**src/rtl/zero_detection_if.sv**
```systemverilog
// Operand/flag bundle for the zero_detection operand-gating detector.
// master drives operands and threshold; slave returns the registered flags.
interface zero_detection_if #(
  parameter int unsigned WIDTH_A = 16,
  parameter int unsigned WIDTH_B = 16,
  parameter int unsigned WIDTH_T = 2,
  parameter int unsigned CNT_W   = 16
);
  logic               in_valid;
  logic [WIDTH_A-1:0] A;
  logic [WIDTH_B-1:0] B;
  logic [WIDTH_T-1:0] Thres;
  logic               out_valid;
  logic               Zero;
  logic               zero_a;
  logic               zero_b;
  logic [CNT_W-1:0]   skip_cnt;

  modport master (
    output in_valid, A, B, Thres,
    input  out_valid, Zero, zero_a, zero_b, skip_cnt
  );

  modport slave (
    input  in_valid, A, B, Thres,
    output out_valid, Zero, zero_a, zero_b, skip_cnt
  );
endinterface

```
**src/rtl/zero_detection.sv**
```systemverilog
// Registered exact/near-zero operand detector with saturating skip counter.
// Define ZERO_DET_NEAR_EN to compile in the exponent-below-threshold test.
module zero_detection #(
  parameter int unsigned WIDTH_A = 16,
  parameter int unsigned WIDTH_B = 16,
  parameter int unsigned WIDTH_T = 2,
  parameter int unsigned EXP_W   = 5,
  parameter int unsigned CNT_W   = 16
) (
  input  logic             clk,
  input  logic             rst_n,
  zero_detection_if.slave  bus
);

  logic             exact_a_c;
  logic             exact_b_c;
  logic             near_a_c;
  logic             near_b_c;
  logic             zero_a_c;
  logic             zero_b_c;
  logic [EXP_W-1:0] exp_a_c;
  logic [EXP_W-1:0] exp_b_c;

  logic             out_valid_d, out_valid_q;
  logic             zero_a_d,    zero_a_q;
  logic             zero_b_d,    zero_b_q;
  logic             zero_d,      zero_q;
  logic [CNT_W-1:0] skip_cnt_d,  skip_cnt_q;

  // Per-operand classification; sign bit never participates.
  always_comb begin
    exp_a_c   = bus.A[WIDTH_A-2 -: EXP_W];
    exp_b_c   = bus.B[WIDTH_B-2 -: EXP_W];
    exact_a_c = ~|bus.A[WIDTH_A-2:0];
    exact_b_c = ~|bus.B[WIDTH_B-2:0];
`ifdef ZERO_DET_NEAR_EN
    near_a_c  = exp_a_c < EXP_W'(bus.Thres);
    near_b_c  = exp_b_c < EXP_W'(bus.Thres);
`else
    near_a_c  = 1'b0;
    near_b_c  = 1'b0;
`endif
    zero_a_c  = exact_a_c | near_a_c;
    zero_b_c  = exact_b_c | near_b_c;
  end

`ifdef ZERO_DET_NEAR_EN
  logic unused_c;
  assign unused_c = &{1'b0, bus.A[WIDTH_A-1], bus.B[WIDTH_B-1]};
`else
  logic unused_c;
  assign unused_c = &{1'b0, bus.A[WIDTH_A-1], bus.B[WIDTH_B-1],
                      bus.Thres, exp_a_c, exp_b_c};
`endif

  // Flags clear on idle cycles; counter saturates instead of wrapping.
  always_comb begin
    out_valid_d = bus.in_valid;
    zero_a_d    = 1'b0;
    zero_b_d    = 1'b0;
    zero_d      = 1'b0;
    skip_cnt_d  = skip_cnt_q;
    if (bus.in_valid) begin
      zero_a_d = zero_a_c;
      zero_b_d = zero_b_c;
      zero_d   = zero_a_c | zero_b_c;
      if ((zero_a_c | zero_b_c) && (skip_cnt_q != {CNT_W{1'b1}})) begin
        skip_cnt_d = skip_cnt_q + CNT_W'(1);
      end
    end
  end

  always_ff @(posedge clk) begin
    if (!rst_n) begin
      out_valid_q <= 1'b0;
      zero_a_q    <= 1'b0;
      zero_b_q    <= 1'b0;
      zero_q      <= 1'b0;
      skip_cnt_q  <= '0;
    end else begin
      out_valid_q <= out_valid_d;
      zero_a_q    <= zero_a_d;
      zero_b_q    <= zero_b_d;
      zero_q      <= zero_d;
      skip_cnt_q  <= skip_cnt_d;
    end
  end

  assign bus.out_valid = out_valid_q;
  assign bus.zero_a    = zero_a_q;
  assign bus.zero_b    = zero_b_q;
  assign bus.Zero      = zero_q;
  assign bus.skip_cnt  = skip_cnt_q;

endmodule

```
**src/flat_wrapper.sv**
```systemverilog
// flat-port wrapper written by rule: the top's interface ports become plain ports
module zero_detection_flat 
#(
  parameter int unsigned WIDTH_A = 16,
  parameter int unsigned WIDTH_B = 16,
  parameter int unsigned WIDTH_T = 2,
  parameter int unsigned EXP_W   = 5,
  parameter int unsigned CNT_W   = 16
)
  (clk, rst_n, bus_in_valid, bus_A, bus_B, bus_Thres, bus_out_valid, bus_Zero, bus_zero_a, bus_zero_b, bus_skip_cnt);
  zero_detection_if #(.WIDTH_A(WIDTH_A), .WIDTH_B(WIDTH_B), .WIDTH_T(WIDTH_T), .CNT_W(CNT_W)) bus_i ();
  input  logic clk;
  input  logic rst_n;
  input wire logic [$bits(bus_i.in_valid)-1:0] bus_in_valid;
  input wire logic [$bits(bus_i.A)-1:0] bus_A;
  input wire logic [$bits(bus_i.B)-1:0] bus_B;
  input wire logic [$bits(bus_i.Thres)-1:0] bus_Thres;
  output wire logic [$bits(bus_i.out_valid)-1:0] bus_out_valid;
  output wire logic [$bits(bus_i.Zero)-1:0] bus_Zero;
  output wire logic [$bits(bus_i.zero_a)-1:0] bus_zero_a;
  output wire logic [$bits(bus_i.zero_b)-1:0] bus_zero_b;
  output wire logic [$bits(bus_i.skip_cnt)-1:0] bus_skip_cnt;
  assign bus_i.in_valid = bus_in_valid;
  assign bus_i.A = bus_A;
  assign bus_i.B = bus_B;
  assign bus_i.Thres = bus_Thres;
  assign bus_out_valid = bus_i.out_valid;
  assign bus_Zero = bus_i.Zero;
  assign bus_zero_a = bus_i.zero_a;
  assign bus_zero_b = bus_i.zero_b;
  assign bus_skip_cnt = bus_i.skip_cnt;
  zero_detection #(.WIDTH_A(WIDTH_A), .WIDTH_B(WIDTH_B), .WIDTH_T(WIDTH_T), .EXP_W(EXP_W), .CNT_W(CNT_W)) u_core (.clk(clk), .rst_n(rst_n), .bus(bus_i));
endmodule
```
**config.mk**
```make
export PLATFORM = sky130hd
export DESIGN_NAME = zero_detection_flat
export DESIGN_NICKNAME = d
export VERILOG_FILES = /design/src/rtl/zero_detection_if.sv /design/src/rtl/zero_detection.sv /design/src/flat_wrapper.sv
export SDC_FILE = /design/constraint.sdc
export NUM_CORES = 1
export LEC_CHECK = 0
export CORE_MARGIN = 5
export CORE_UTILIZATION = 34
export DETAILED_ROUTE_END_ITERATION = 6
export PLACE_DENSITY = 0.74
export SYNTH_ARGS = -nofsm -noshare
export SYNTH_HDL_FRONTEND = slang
export SYNTH_SLANG_ARGS = --single-unit
```
**constraint.sdc**
```tcl
create_clock -name clk -period 1.8 [get_ports clk]
set_input_delay 0.27 -clock clk [delete_from_list [all_inputs] [get_ports clk]]
set_output_delay 0.27 -clock clk [all_outputs]
set_load 0.02 [all_outputs]
```
==> qor.yml <==
start_kind: "register"
htreeDepth: 1
ys_seq_area_share_pct: 39.4
p_leak_nw: 0.793
r2r_slack_ps: -70
grt_max_degree: 13
hpwl_mm: 2.78
wl_mm: 4.01
min_to: "u_core.bus.skip_cnt[14]"
finalCritPeriodShare_pct: 104
hold_viol: 0
viasPerCell: 5.56
dr.pass1.iters: 5
critPathTopFamily: "simple AND/OR/NAND/NOR gates"
boundaryPins: 57
async_flop_share_pct: 0
area_growth_pct: 89.7
status: "complete, but fails checks"
nNetsFinal: 247
track_usage_pct: 19.0
drv_cap: 0
max_stage_delay_ps: 440
synth_common_cells: "dfxtp_1, a21oi_1, inv_1, nand2_1, nand3_1"
crit_fanout: 10
die_area_um2: 4180
antenna_cells: 0
die_h_um: 64.7
antenna_found_initial: 0
fmax_mhz: 536
gr-total-overflow: 0
route.detailed.wl_per_inst_um: 16.8
fin_crit_ps: 1870
netlist-cell-type-count: 32
synth-edff-count: 0
tightestPinTransition_ps: 348
crit_chain: "buf_4 -> and3_1 -> nand3_1 -> a211o_2 -> or4_1 -> a21oi_1"
synth_cells: 118
die_w_um: 64.7
hp-start: "u_core.bus.skip_cnt[14]"
path_clk_slew_ps: 120
hold_ws_ps: 517
drive_above_1_share_pct: 33.2
rsz0062_at_grt: "true"
violations: "negative setup slack"
clock_skew_ps: 10.8
slowest_stage: "or4_1"
grt_pass1_vias: 1415
worstReg2RegStart: "u_core.bus.skip_cnt[1]"
r2r-end: "u_core.bus.skip_cnt[15]"
num_rows: 19
via_count: 1328
ys_ff_latch: 20
path_depth: 6
ir_worst_vdd_uv: 366
cp.buffers_inverters: 1
clkLatencyLatePin_ps: 310
initial_utilization_pct: 36.2
worstPathArrival_ps: 2120
ant_nets: 0
setup_viol: 8
drc: 0
cts_root_buf: "clkbuf_4"
routabilityCongestion: 0.864
yosysWarnings: 0
synth_top_area_cell: "dfxtp_1"
syn_nets: 156
synth_top_area_share_pct: 39.4
total_power_w: 0.000808
initialDrtViolationCount: 70
grt_pass1_wl_mm: 6.26
cts.path.max_buffers: 2
ys_top_cells_by_area: "dfxtp_1, a21oi_1, nand3_1"
slew_viol_final: 0
numCtsBuffers: 3
fin_ws_ps: -66.2
synth_area_um2: 1020
slew_headroom_pct: 76.7
powerDensity_nw_per_um2: 419
min_path_cells: 2
numPortBuffers: 52
yosysMostFrequentCell: "dfxtp_1"
hold_class: "register to register"
core-area_um2: 2810
postCtsHoldBufs: 0
worstSetupPathType: "register to register"
synth_flop_cell: "dfxtp_1"
fill_cells: 229
cts_tree: "done"
required_ps: 2050
cp-end-kind: "register"
worstRegToRegCells: 6
cts.sinks: 20
synth.avg_cell_area_um2: 8.61
flip-flops by register name, summed over array words and instances, names as in the netlist:
signal / cells
u_core.bus.skip_cnt: 16
u_core.bus.out_valid: 1
u_core.bus.zero_a: 1
u_core.bus.Zero: 1
u_core.bus.zero_b: 1
stage by stage:
| stage | instance area [µm²] | setup TNS (ps) | setup WS, ps | util, % | instances |
|---|---|---|---|---|---|
| global route | 1930 | -1020 | -144 | 68.7 | 239 |
| global placement | 1790 | -5490 | -488 | 63.9 | 224 |
| CTS | 1920 | -63.6 | -34.6 | 68.5 | 239 |
| finish | 1930 | -219 | -66.2 | 68.7 | 239 |
| floorplan | 1060 | -32.2 | -32.2 | - | 118 |
| detailed placement | 1790 | -6490 | -549 | 63.9 | 224 |
kinds of logic after synthesis:
kind of cell	synth area share [%]
AO/OA/AOI/OAI	17.7
XOR/XNOR	0.862
adder cells (fa/ha/maj)	1.23
buffers and inverters	4.43
flip-flops	39.4
multiplexers	2.96
AND/OR/NAND/NOR	33.4
worst max-delay path by stage:
stage / start / to / slack [ps]
after global placement: bus_A[1] / u_core.bus.skip_cnt[8] / -490
after CTS: u_core.bus.skip_cnt[9] / u_core.bus.skip_cnt[1] / -30
after floorplan: bus_B[2] / u_core.bus.skip_cnt[12] / -30
after detailed placement: bus_A[1] / u_core.bus.skip_cnt[8] / -550
final: u_core.bus.skip_cnt[1] / u_core.bus.skip_cnt[15] / -70
after global routing: u_core.bus.skip_cnt[1] / u_core.bus.skip_cnt[1] / -140
layout by cell type (no fill, tap or decap), drive strengths merged:
cell | Yosys | routed
a211o | 1 | 1
a21o | 1 | 1
a21oi | 13 | 13
a221o | 1 | 1
and3 | 4 | 4
and4 | 1 | 1
buf | 1 | 39
clkbuf | 1 | 10
clkdlybuf4s15 | 0 | 9
clkdlybuf4s50 | 0 | 21
dfxtp | 20 | 20
dlygate4sd2 | 0 | 12
dlymetal6s2s | 0 | 1
ha | 1 | 1
inv | 8 | 8
mux2i | 3 | 3
nand2 | 8 | 8
nand2b | 2 | 2
nand3 | 8 | 8
nand3b | 3 | 3
nand4 | 6 | 6
nor2 | 4 | 4
nor3 | 3 | 3
nor4 | 8 | 8
o211ai | 1 | 1
o21a | 1 | 1
o21ai | 5 | 5
o31a | 1 | 1
o31ai | 3 | 3
o41ai | 2 | 2
or3 | 3 | 3
or4 | 4 | 4
xor2 | 1 | 1
layer usage:
layer	up-vias	GRT usage, %	share of wire, %
met2	56	36.0	54
met4	0	4.75	2.5
met5	-	0	0
li1	630	-	-
met3	17	5.18	6.1
met1	625	20.9	38
tightest hold or removal path, stage by stage (launching register included):
cell and delay, ps:
dfxtp_1 350, o41ai_1 70, a21oi_1 60
report_power, final:
group / switching, W / internal (W) / leakage, nW
clock: 0.000147 / 0.000124 / 0.0210
sequential: 0.000000238 / 0.000443 / 0.163
combinational: 0.0000405 / 0.0000533 / 0.609
area by class of cell:
type / count / area (µm²) / share of cell area [%]
Clock buffer: 4 / 36.3 / 1.88
Inverter: 8 / 30.0 / 1.56
Multi-Input combinational cell: 88 / 671 / 34.8
Sequential cell: 20 / 405 / 21.0
Tap cell: 31 / 38.8 / 2.01
Timing Repair Buffer: 88 / 746 / 38.7
timing repair:
item | in CTS | in global routing
resized for setup | 60 | 21
pin swaps | 14 | 13
setup endpoints to repair | 13 | 14
setup buffers | 11 | 0
Power figures use the tool's default switching activity.
